$ cat src/rtl/maxpool_tile_scheduler.sv
// -----------------------------------------------------------------------------
// maxpool_tile_scheduler
//
// Walks a square feature map of mat_size x mat_size pixels in SA_N x SA_N
// tiles, raster order (row-major, tile bases stepping by SA_N). For each tile
// it requests the upstream array to produce the tile, waits until the tile has
// been fed to the maxpool unit, then waits for the maxpool unit to emit all
// E = (SA_N/FILTER_H)*(SA_N/FILTER_W) pooled outputs and go idle before moving
// on to the next tile.
//
// Ports
//   clk, reset        : clock, asynchronous active-high reset
//   start, mat_size   : one-cycle map request and its edge length (IDLE only)
//   busy, done, err   : status; done is a one-cycle pulse, err is sticky
//   tile_req_valid/_ready, tile_req_row/_col : tile request to upstream array
//   tile_fed          : upstream pulse, current tile fully presented
//   pos_row, pos_col  : tile base presented to the maxpool unit
//   mp_out_valid, mp_idle : maxpool output strobe and idle indicator
//   pooled_count      : pooled outputs seen since the last accepted start
//   state_dbg         : current FSM state, for observation only
//
// Handshake: a tile request transfers in the cycle where tile_req_valid and
// tile_req_ready are both high. Once valid is raised it stays high, and
// tile_req_row/col stay unchanged, until that transfer; ready may toggle
// freely and has no effect while valid is low.
// -----------------------------------------------------------------------------
module maxpool_tile_scheduler #(
  parameter int SA_N     = 4,
  parameter int MAX_N    = 64,
  parameter int N_BITS   = $clog2(MAX_N),
  parameter int FILTER_H = 2,
  parameter int FILTER_W = 2
) (
  input  logic                  clk,
  input  logic                  reset,
  input  logic                  start,
  input  logic [N_BITS:0]       mat_size,
  output logic                  busy,
  output logic                  done,
  output logic                  err,
  output logic                  tile_req_valid,
  input  logic                  tile_req_ready,
  output logic [N_BITS-1:0]     tile_req_row,
  output logic [N_BITS-1:0]     tile_req_col,
  input  logic                  tile_fed,
  output logic [N_BITS-1:0]     pos_row,
  output logic [N_BITS-1:0]     pos_col,
  input  logic                  mp_out_valid,
  input  logic                  mp_idle,
  output logic [2*N_BITS-1:0]   pooled_count,
  output logic [2:0]            state_dbg
);

  localparam int E  = (SA_N / FILTER_H) * (SA_N / FILTER_W);
  // One spare bit above E so an over-count is representable; saturates.
  localparam int CW = $clog2(E + 1) + 1;

  localparam logic [N_BITS:0] SA_W  = (N_BITS + 1)'(SA_N);
  localparam logic [N_BITS:0] MAX_W = (N_BITS + 1)'(MAX_N);
  localparam logic [CW-1:0]   E_W   = CW'(E);

  typedef enum logic [2:0] {
    S_IDLE  = 3'd0,
    S_ISSUE = 3'd1,
    S_FEED  = 3'd2,
    S_DRAIN = 3'd3,
    S_NEXT  = 3'd4,
    S_DONE  = 3'd5
  } state_t;

  state_t                state_q, state_d;
  logic [N_BITS:0]       size_q, size_d;
  logic [N_BITS:0]       row_q, row_d;
  logic [N_BITS:0]       col_q, col_d;
  logic [CW-1:0]         tile_cnt_q, tile_cnt_d;
  logic [2*N_BITS-1:0]   pooled_q, pooled_d;
  logic                  err_q, err_d;

  logic                  size_legal;
  logic                  in_tile;
  logic                  strobe_in_tile;
  logic                  strobe_stray;
  logic [CW-1:0]         cnt_now;
  logic                  last_col;
  logic                  last_row;

  assign size_legal = (mat_size != '0) && (mat_size <= MAX_W) &&
                      ((mat_size % SA_W) == '0);

  assign in_tile        = (state_q == S_ISSUE) || (state_q == S_FEED) ||
                          (state_q == S_DRAIN);
  assign strobe_in_tile = mp_out_valid && in_tile;
  assign strobe_stray   = mp_out_valid && !in_tile;

  // Per-tile count including a strobe arriving this cycle.
  assign cnt_now = !strobe_in_tile    ? tile_cnt_q :
                   (tile_cnt_q == '1) ? tile_cnt_q :
                                        tile_cnt_q + CW'(1);

  // Unsigned at N_BITS+1 so col+SA_N == mat_size cannot wrap at MAX_N.
  assign last_col = (col_q + SA_W) == size_q;
  assign last_row = (row_q + SA_W) == size_q;

  always_comb begin
    state_d    = state_q;
    size_d     = size_q;
    row_d      = row_q;
    col_d      = col_q;
    tile_cnt_d = cnt_now;
    pooled_d   = pooled_q;
    err_d      = err_q;

    if (mp_out_valid && (state_q != S_IDLE)) begin
      pooled_d = pooled_q + (2 * N_BITS)'(1);
    end

    // Any strobe outside a tile, or one beyond E inside a tile, is an error;
    // counting carries on regardless.
    if (strobe_stray || (strobe_in_tile && (tile_cnt_q >= E_W))) begin
      err_d = 1'b1;
    end

    unique case (state_q)
      S_IDLE: begin
        if (start) begin
          if (size_legal) begin
            size_d     = mat_size;
            row_d      = '0;
            col_d      = '0;
            tile_cnt_d = '0;
            pooled_d   = '0;
            err_d      = 1'b0;
            state_d    = S_ISSUE;
          end else begin
            err_d = 1'b1;
          end
        end
      end
      S_ISSUE: begin
        if (tile_req_ready) state_d = S_FEED;
      end
      S_FEED: begin
        if (tile_fed) state_d = S_DRAIN;
      end
      S_DRAIN: begin
        // >= rather than == so an over-counted tile (already flagged in err)
        // still drains instead of hanging the map.
        if ((cnt_now >= E_W) && mp_idle) state_d = S_NEXT;
      end
      S_NEXT: begin
        tile_cnt_d = '0;
        if (last_col && last_row) begin
          state_d = S_DONE;
        end else begin
          state_d = S_ISSUE;
          if (last_col) begin
            col_d = '0;
            row_d = row_q + SA_W;
          end else begin
            col_d = col_q + SA_W;
          end
        end
      end
      S_DONE: begin
        state_d = S_IDLE;
      end
      default: begin
        state_d = S_IDLE;
      end
    endcase
  end

  always_ff @(posedge clk or posedge reset) begin
    if (reset) begin
      state_q    <= S_IDLE;
      size_q     <= '0;
      row_q      <= '0;
      col_q      <= '0;
      tile_cnt_q <= '0;
      pooled_q   <= '0;
      err_q      <= 1'b0;
    end else begin
      state_q    <= state_d;
      size_q     <= size_d;
      row_q      <= row_d;
      col_q      <= col_d;
      tile_cnt_q <= tile_cnt_d;
      pooled_q   <= pooled_d;
      err_q      <= err_d;
    end
  end

  assign busy           = (state_q != S_IDLE);
  assign done           = (state_q == S_DONE);
  assign err            = err_q;
  assign tile_req_valid = (state_q == S_ISSUE);
  assign tile_req_row   = row_q[N_BITS-1:0];
  assign tile_req_col   = col_q[N_BITS-1:0];
  assign pos_row        = row_q[N_BITS-1:0];
  assign pos_col        = col_q[N_BITS-1:0];
  assign pooled_count   = pooled_q;
  assign state_dbg      = state_q;

endmodule

$ cat config.mk
export PLATFORM = sky130hd
export DESIGN_NAME = maxpool_tile_scheduler
export DESIGN_NICKNAME = d
export VERILOG_FILES = /design/src/rtl/maxpool_tile_scheduler.sv
export SDC_FILE = /design/constraint.sdc
export NUM_CORES = 1
export LEC_CHECK = 0
export ABC_CLOCK_PERIOD_IN_PS = 3100
export CORE_AREA = 2 2 71 73
export CTS_CLUSTER_DIAMETER = 200
export DETAILED_ROUTE_END_ITERATION = 16
export DIE_AREA = 0 0 73 75
export PLACE_DENSITY_LB_ADDON = 0.08
export SLEW_MARGIN = 10
export SYNTH_ARGS = -nofsm -noshare
export SYNTH_HDL_FRONTEND = slang
export SYNTH_SLANG_ARGS = --single-unit
$ cat constraint.sdc
create_clock -name clk -period 3.1 [get_ports clk]
set_input_delay 0.465 -clock clk [delete_from_list [all_inputs] [get_ports clk]]
set_output_delay 0.465 -clock clk [all_outputs]
set_load 0.005 [all_outputs]
---- Word-level counts from Yosys, hierarchy flattened ----
Index checks and enable logic that the tools add are counted.
operators by class
  add/subtract/negate cells ............... 4
  magnitude comparators ................... 3
  equal/unequal tests ..................... 15
  multiplexer cells ....................... 28
  reduce and logical (&&, ||, !) cells .... 21
operators with widths
  kind                   count
  $mux 12                4
  $mux 7                 6
  $pmux 7 s2             2
  $mux 3                 6
  $mux 4                 4
  $pmux 3 s5             1
  $add 7x3->7 const B    2
  $eq 7x7->1             2
  $add 12x1->12 const B  1
  $ne 2x2->1 const B     5
  $reduce_and 5->1       2
  $ge 4x3->1 const B     2
  $logic_and 1x1->1      8
  $pmux 4 s2             1
  $le 7x7->1 const B     1
  $logic_not 7->1        1
  $reduce_bool 7->1      1
  $eq 3x2->1 const B     2
  $eq 3x3->1 const B     2
  $add 4x1->4 const B    1
  $eq 4x4->1 const B     1
  $mux 1                 4
  $ne 2x1->1 const B     2
  $reduce_and 4->1       1
  7 further kinds        9
storage, ports and cells
  flip-flop bits (word level) ............. 41
  bits of input ports ..................... 14
  output and inout bits ................... 43
  logic and storage cells ................. 78

---- Depth between registers and ports, before layout ----
Gate-level depths: netlist of run 1.
  word-level depth ........................ 9
  mapped depth ............................ 7
  gate-level depth less buffers ........... 7

---- Least setup slack after synthesis of run 1 ----
Ideal clock, no wire load.
  path kind ............................... in2reg
  start ................................... in mat_size[3]
  end ..................................... reg col_q[4]
  setup time .............................. 126 ps
  arrival time ............................ 1,911 ps
  required time ........................... 2,974 ps
  setup slack ............................. 1,062 ps
  stages on the path ...................... 6
  path buffers ............................ 0
  cells stage by stage .................... nor4_1 xnor2_1 nand3_1 a21boi_1 nand2b_4 a221o_1
on the way
  longest elaborated chain between the ends .. 5
  elaborated cells between the ends (all ways) .. 6
  those cells by class .................... order compare: 1; eq/ne: 1; reduce/logical: 4
ends and longest elaborated chain
  item                                             line  source
  start: declaration                               37    input logic [N_BITS:0] mat_size,
  $le 7x7->1 or $reduce_bool 7->1 (tied branches)  87    assign size_legal = (mat_size != '0) && (mat_size <= MAX_W) &&
  $logic_and 1x1->1 * (2 in series)                87
  $ne 2x2->1 (no source line) *                    n/a
  $reduce_and 4->1 (no source line) *              n/a
  end signal: assignment                           186   col_q <= col_d;
  end: declaration                                 74    logic [N_BITS:0] col_q, col_d;
Every way passes the cells marked *; elsewhere a longest branch is shown, timed or not.
A chain may end at the register's enable or synchronous reset.

---- Worst setup path in the final report of run 1 ----
Ends and elaborated chain as after synthesis.

==> flow_metrics.py, run 1 <==
metrics = {
    "place": {
        "dp_hpwl_um": 3250,
        "placed_area_um2": 2670,
        "placedCellCount": 310,
        "routabilityCongestion": 0.790,
        "numPortBuffers": 48,
        "pre_cts_ws_ns": 0.442,
    },
    "clock_network": {
        "cts.sink_count": 37,
        "clkTransAtPathRegs_ns": 0.08,
        "numCtsBuffers": 5,
        "cts_setup_buffers": 0,
        "htreeDepth": 2,
        "cts.repair.resized": 0,
        "cts_tree": "yes",
        "cts_root_buf": "clkbuf_8",
        "clockBufferDepth": 2,
        "holdBufCountCts": 0,
        "insertion_delay_ns": 0.29,
    },
    "pwr": {
        "p_int_mw": 1.40,
        "switching_share": 0.387,
        "clkPwrFrac": 0.148,
        "p_per_area_nw_per_um2": 829,
        "power.leakage_nw": 1.17,
        "peakVddDrop_v": 0.000397,
        "p_switching_mw": 0.884,
        "comb_power_share": 0.462,
        "fin_total_pwr_mw": 2.28,
        "power_frac_seq": 0.390,
    },
    "sta": {
        "hold_ws_ns": 0.557,
        "setup_viol": 0,
        "timing.final.crit_period_ns": 2.34,
        "tightest_slew_ns": 0.564,
        "report.final.slew_viol_count": 0,
        "fin_worst_skew_ns": 0.00408,
        "slew_headroom": 0.623,
        "rsz0062_at_grt": "false",
        "finalHoldViolCount": 0,
        "min_period_over_period": 0.756,
        "fmax_mhz": 427,
        "fin_ws_ns": 0.758,
        "final.setup.tns_ns": 0,
    },
    "critical_path": {
        "critical_path.startpoint_type": "input port",
        "reg2regPathDepth": 7,
        "required_ns": 3.28,
        "cp_max_fo": 5,
        "crit_chain": "clkdlybuf4s50_1 -> nor4_1 -> xnor2_1 -> nand3_1 -> a21boi_1 -> nand2b_4 -> a221o_1",
        "critPathSlowestCell": "a21boi_1",
        "rrSetupSlack_ns": 0.90,
        "critPathBufInv": 1,
        "max_stage_delay_ns": 0.45,
        "crit_type": "in -> reg",
        "cp_top_family": "compound AO/OA/AOI/OAI gates",
        "end_kind": "flip-flop",
        "cp.depth": 7,
        "cp.arrival_ns": 2.52,
    },
    "route": {
        "post-route-drc-count": 0,
        "dr.pass1.iters": 4,
        "viasPerCell": 5.35,
        "drt_iter0_drc": 57,
        "vias": 1702,
        "drtAntennaViolNets": 0,
        "wl_per_cell_um": 14.2,
        "routed_wl_um": 4520,
    },
    "global_routing": {
        "grt.met1_usage": 0.237,
        "grt_max_degree": 38,
        "grt.met3_usage": 0.0348,
        "grt_usage": 0.178,
        "grt_busiest_layer": "met2",
        "overflow": 0,
        "met2_usage": 0.293,
        "grt_pass1_wl_um": 7460,
        "grt_pass1_vias": 1563,
        "antenna_found_initial": 0,
    },
    "die": {
        "die_area_um2": 5480,
        "die_h_um": 75,
        "boundaryPins": 57,
        "start_util": 0.489,
        "rows": 25,
        "die_x_um": 73,
        "core_um2": 4660,
    },
    "final_layout": {
        "postLayoutCoreUtil": 0.591,
        "multi_input_area_um2": 1150,
        "area_growth_pct": 20.8,
        "stdcell_count": 318,
        "layout.nets": 281,
        "antennaDiodeCount": 0,
        "final_area_um2": 2750,
        "drive_above_1_share": 0.110,
        "regArea_um2": 926,
        "n_fill_cell": 433,
    },
    "hold_path": {
        "hp-class": "reg -> reg",
        "hold-path-cell-count": 2,
    },
    "run": {
        "drv_cap": 0,
    },
    "synthesis": {
        "synth_edf_count": 0,
        "synth.distinct_cells": 51,
        "ys_seq_area_frac": 0.406,
        "synth-seq-cells": 37,
        "synthCells": 228,
        "ys_warn_count": 0,
        "async_flop_share": 1.00,
        "avgSynthCellArea_um2": 9.99,
        "ys.flop_type": "dfrtp_1",
        "synth_area_um2": 2280,
    },
    "status": {
        "outcome": "complete, no violations",
    },
}
## worst reg2reg max path: stages (launching register included)
cell	delay (ns)
dfrtp_1	0.46
ha_1	0.35
xor2_1	0.17
nor4_4	0.15
nand4_2	0.25
o22a_2	0.35
o31ai_2	0.25
o31ai_2	0.10
## logic make-up after synthesis
logic type      count (synthesis)  synth area share
fa+ha+maj                       4            0.0220
other cells                     1           0.00165
xor+xnor                       29             0.111
compound gates                 34             0.114
flops                          37             0.406
simple gates                   77             0.195
mux                            10            0.0478
buf+inv                        36             0.102
## layout by cell type, fill, tap and decap left out, types with 2 or more instances in the layout
master           synthesis  routed
clkinv_2                 0       2
o31ai_2                  2       2
nand3_1                 15      15
nor2_1                  25      25
nand4_1                  2       2
o21ai_0                  4       4
xor2_1                  11      11
xnor2_1                 18      18
a31oi_1                  2       2
ha_1                     4       4
nand2b_1                 2       2
conb_1                   1       8
nand2_1                  5       5
nor3_1                   6       6
a21oi_1                  7       7
mux2i_1                  3       3
clkbuf_8                 0       5
a22o_1                   4       4
buf_4                   24       3
o31ai_1                  2       2
dfrtp_1                 37      37
and3_1                   6       6
clkdlybuf4s50_1          0      48
mux2_2                   7       7
nor2b_1                  3       3
o21ai_1                  2       2
inv_1                    6       6
## power by group through the flow
| stage | clock [mW] | sequential (mW) | combinational [mW] |
|---|---|---|---|
| 4_1_cts | 0.350 | 0.890 | 1.07 |
| 2_1_floorplan | 0 | 0.804 | 0.820 |
| 6_report | 0.338 | 0.890 | 1.05 |
| 3_3_place_gp | 0 | 0.899 | 1.05 |
| 5_1_grt | 0.369 | 0.921 | 1.17 |
| 3_5_place_dp | 0 | 0.898 | 1.06 |
## layout make-up
type | count | area share
inverters | 6 | 0.00818
flip-flops and latches | 37 | 0.336
repair buffers | 51 | 0.183
multi-input cells | 162 | 0.417
clock buffers | 5 | 0.0250
well taps | 54 | 0.0245
clock inverters | 3 | 0.00636
## cell usage after synthesis (all sizes together) (4+ instances only)
cell type,instances,share of area
dfrtp,37,0.41
buf,28,0.088
nor2,25,0.041
xnor2,18,0.069
nand3,15,0.033
xor2,11,0.042
a21oi,7,0.015
mux2,7,0.035
nor3,7,0.020
and3,6,0.016
inv,6,0.0099
o21ai,6,0.013
nand2,5,0.0082
o31ai,5,0.027
a22o,4,0.015
ha,4,0.022
nor2b,4,0.014
## routing by layer
layer,up-vias,part of all wire
met5,-,0
met4,0,0.0018
met3,2,0.041
met2,39,0.49
met1,821,0.46
li1,840,-
## registers in the layout (all words and copies together) (netlist names)
name / cells
col_q: 5
err: 1
pooled_count: 12
row_q: 5
size_q: 7
state_dbg: 3
tile_cnt_q: 4
## path summary, 6_finish.rpt
path | from | to
worst max register to register | col_q[2] | row_q[5]
worst max-delay path | mat_size[3] | col_q[4]
min in group asynchronous | reset | col_q[6]
worst min register to register | pooled_count[11] | pooled_count[11]
worst min-delay path | pooled_count[11] | pooled_count[11]
max in group asynchronous | reset | row_q[6]
Power figures use the tool's default switching activity.
==> inputs of run 2 (changes only) <==
Settings changed: ABC_CLOCK_PERIOD_IN_PS 3100 to 2400, CORE_AREA 2 2 71 73 to 2 2 72 74, DIE_AREA 0 0 73 75 to 0 0 74 76.
Clock period 3.1 ns to 2.4 ns, I/O delays scaled along.
==> flow_metrics.py, run 2 (synthesis results as in run 1) <==
metrics = {
    "global_routing": {
        "overflow": 0,
        "grt_usage": 0.173,
        "grt_pass1_wl_um": 7660,
        "antenna_found_initial": 0,
        "grt_max_degree": 38,
        "grt_pass1_vias": 1613,
    },
    "final_layout": {
        "largest_reg_flops": 12,
        "area_growth_pct": 23.8,
        "final_area_um2": 2820,
        "antennaDiodeCount": 0,
        "drive_above_1_share": 0.129,
        "layout_common_cells": "48 x clkdlybuf4s50_1, 37 x dfrtp_1, 25 x nor2_1",
        "layout_commonest_cell": "clkdlybuf4s50_1",
        "layout.nets": 288,
    },
    "critical_path": {
        "crit_type": "in -> reg",
        "critical_path.startpoint_type": "input port",
        "end_kind": "flip-flop",
        "cp.arrival_ns": 2.35,
        "required_ns": 2.58,
        "cp_max_fo": 5,
    },
    "pwr": {
        "power_frac_seq": 0.375,
        "switching_share": 0.382,
        "clkPwrFrac": 0.144,
        "p_per_area_nw_per_um2": 1060,
        "comb_power_share": 0.481,
        "peakVddDrop_v": 0.000519,
        "p_switching_mw": 1.14,
        "power.leakage_nw": 1.20,
        "p_int_mw": 1.84,
    },
    "place": {
        "placed_area_um2": 2740,
        "numPortBuffers": 48,
        "dp_hpwl_um": 3350,
        "pre_cts_ws_ns": -0.123,
        "routabilityCongestion": 0.810,
    },
    "clock_network": {
        "cts_tree": "yes",
        "clockBufferDepth": 2,
        "cts.repair.resized": 0,
        "cts.sink_count": 37,
        "insertion_delay_ns": 0.29,
        "holdBufCountCts": 0,
        "clkTransAtPathRegs_ns": 0.07,
        "htreeDepth": 2,
        "cts_root_buf": "clkbuf_8",
        "numCtsBuffers": 5,
        "cts_setup_buffers": 0,
    },
    "hold_path": {
        "hp-class": "in -> async",
    },
    "sta": {
        "report.final.slew_viol_count": 0,
        "finalHoldViolCount": 0,
        "fin_worst_skew_ns": 0.00523,
        "setup_viol": 0,
        "fmax_mhz": 459,
        "fin_ws_ns": 0.222,
        "rsz0062_at_grt": "false",
        "timing.final.crit_period_ns": 2.18,
        "min_period_over_period": 0.908,
    },
    "route": {
        "dr.pass1.iters": 4,
        "vias": 1709,
        "wl_per_cell_um": 13.5,
        "drtAntennaViolNets": 0,
        "drt_iter0_drc": 91,
        "post-route-drc-count": 0,
        "viasPerCell": 5.01,
        "routed_wl_um": 4590,
    },
    "die": {
        "start_util": 0.464,
        "boundaryPins": 57,
        "rows": 26,
        "die_area_um2": 5620,
        "die_x_um": 74,
        "core_um2": 4910,
        "die_h_um": 76,
    },
    "status": {
        "outcome": "complete, no violations",
    },
    "run": {
        "drv_cap": 0,
    },
}
==> run 2: cell count changes in the layout (fill, tap and decap cells not counted), sizes merged <==
cell	previous run	this run
clkinvlp	1	0
clkbuf	5	6
buf	3	10
==> run 2: power by group through the flow <==
stage	Sequential, mW	Clock (mW)	Combinational (mW)
2_1_floorplan	1.04	0	1.06
3_3_place_gp	1.13	0	1.43
3_5_place_dp	1.13	0	1.44
4_1_cts	1.12	0.435	1.45
5_1_grt	1.16	0.462	1.58
6_report	1.12	0.428	1.43
==> run 2: worst paths after layout <==
| check | start | end | slack [ns] | cells past startpoint |
|---|---|---|---|---|
| max | mat_size[3] | col_q[4] | 0.22 | 9 |
| min | reset | col_q[3] | 0.48 | 3 |
| max reg2reg | col_q[3] | row_q[5] | 0.30 | 7 |
| min reg2reg | pooled_count[9] | pooled_count[9] | 0.56 | 2 |
| max in group asynchronous | reset | pooled_count[2] | 1.59 | 3 |
| min in group clk | pooled_count[9] | pooled_count[9] | 0.56 | 2 |
==> run 2: worst max-delay path, cell delays in order <==
cell and delay (ns):
clkdlybuf4s50_1 0.41, nor4_1 0.34, buf_4 0.17, xnor2_1 0.11, nand3_1 0.15, a21boi_1 0.24, buf_4 0.17, nand2b_4 0.07
a221o_1 0.34
==> run 2: final cells by class <==
| type | instances | area [um2] |
|---|---|---|
| repair buffers | 58 | 556 |
| clock inverters | 2 | 10.0 |
| flip-flops and latches | 37 | 926 |
| fillers | 449 | 2090 |
| well taps | 70 | 87.6 |
| inverters | 6 | 22.5 |
| multi-input cells | 162 | 1150 |
| clock buffers | 6 | 72.6 |
==> run 2: stage by stage <==
stage,setup TNS [ns],utilization,cells,hold WS (ns),power [mW]
3_3_place_gp,-0.0772,0.558,333,0.529,2.56
2_1_floorplan,0,-,235,0.500,2.10
5_1_grt,0,0.574,341,0.567,3.20
3_5_place_dp,-0.306,0.558,333,0.539,2.57
4_1_cts,0,0.574,341,0.504,3.00
6_report,0,0.574,341,0.481,2.98
==> run 2: layer usage <==
metal | global-route usage | part of all wire | vias up
met2 | 0.275 | 0.49 | 38
met5 | 0 | 0 | -
met3 | 0.0397 | 0.036 | 5
met1 | 0.237 | 0.46 | 819
met4 | 0.0436 | 0.011 | 0
li1 | - | - | 847
==> inputs of run 3 (changes only) <==
Settings changed: SETUP_SLACK_MARGIN set to 0.02.
==> results of run 3 <==
Final layout, timing and power as in run 2 (identical DEF).
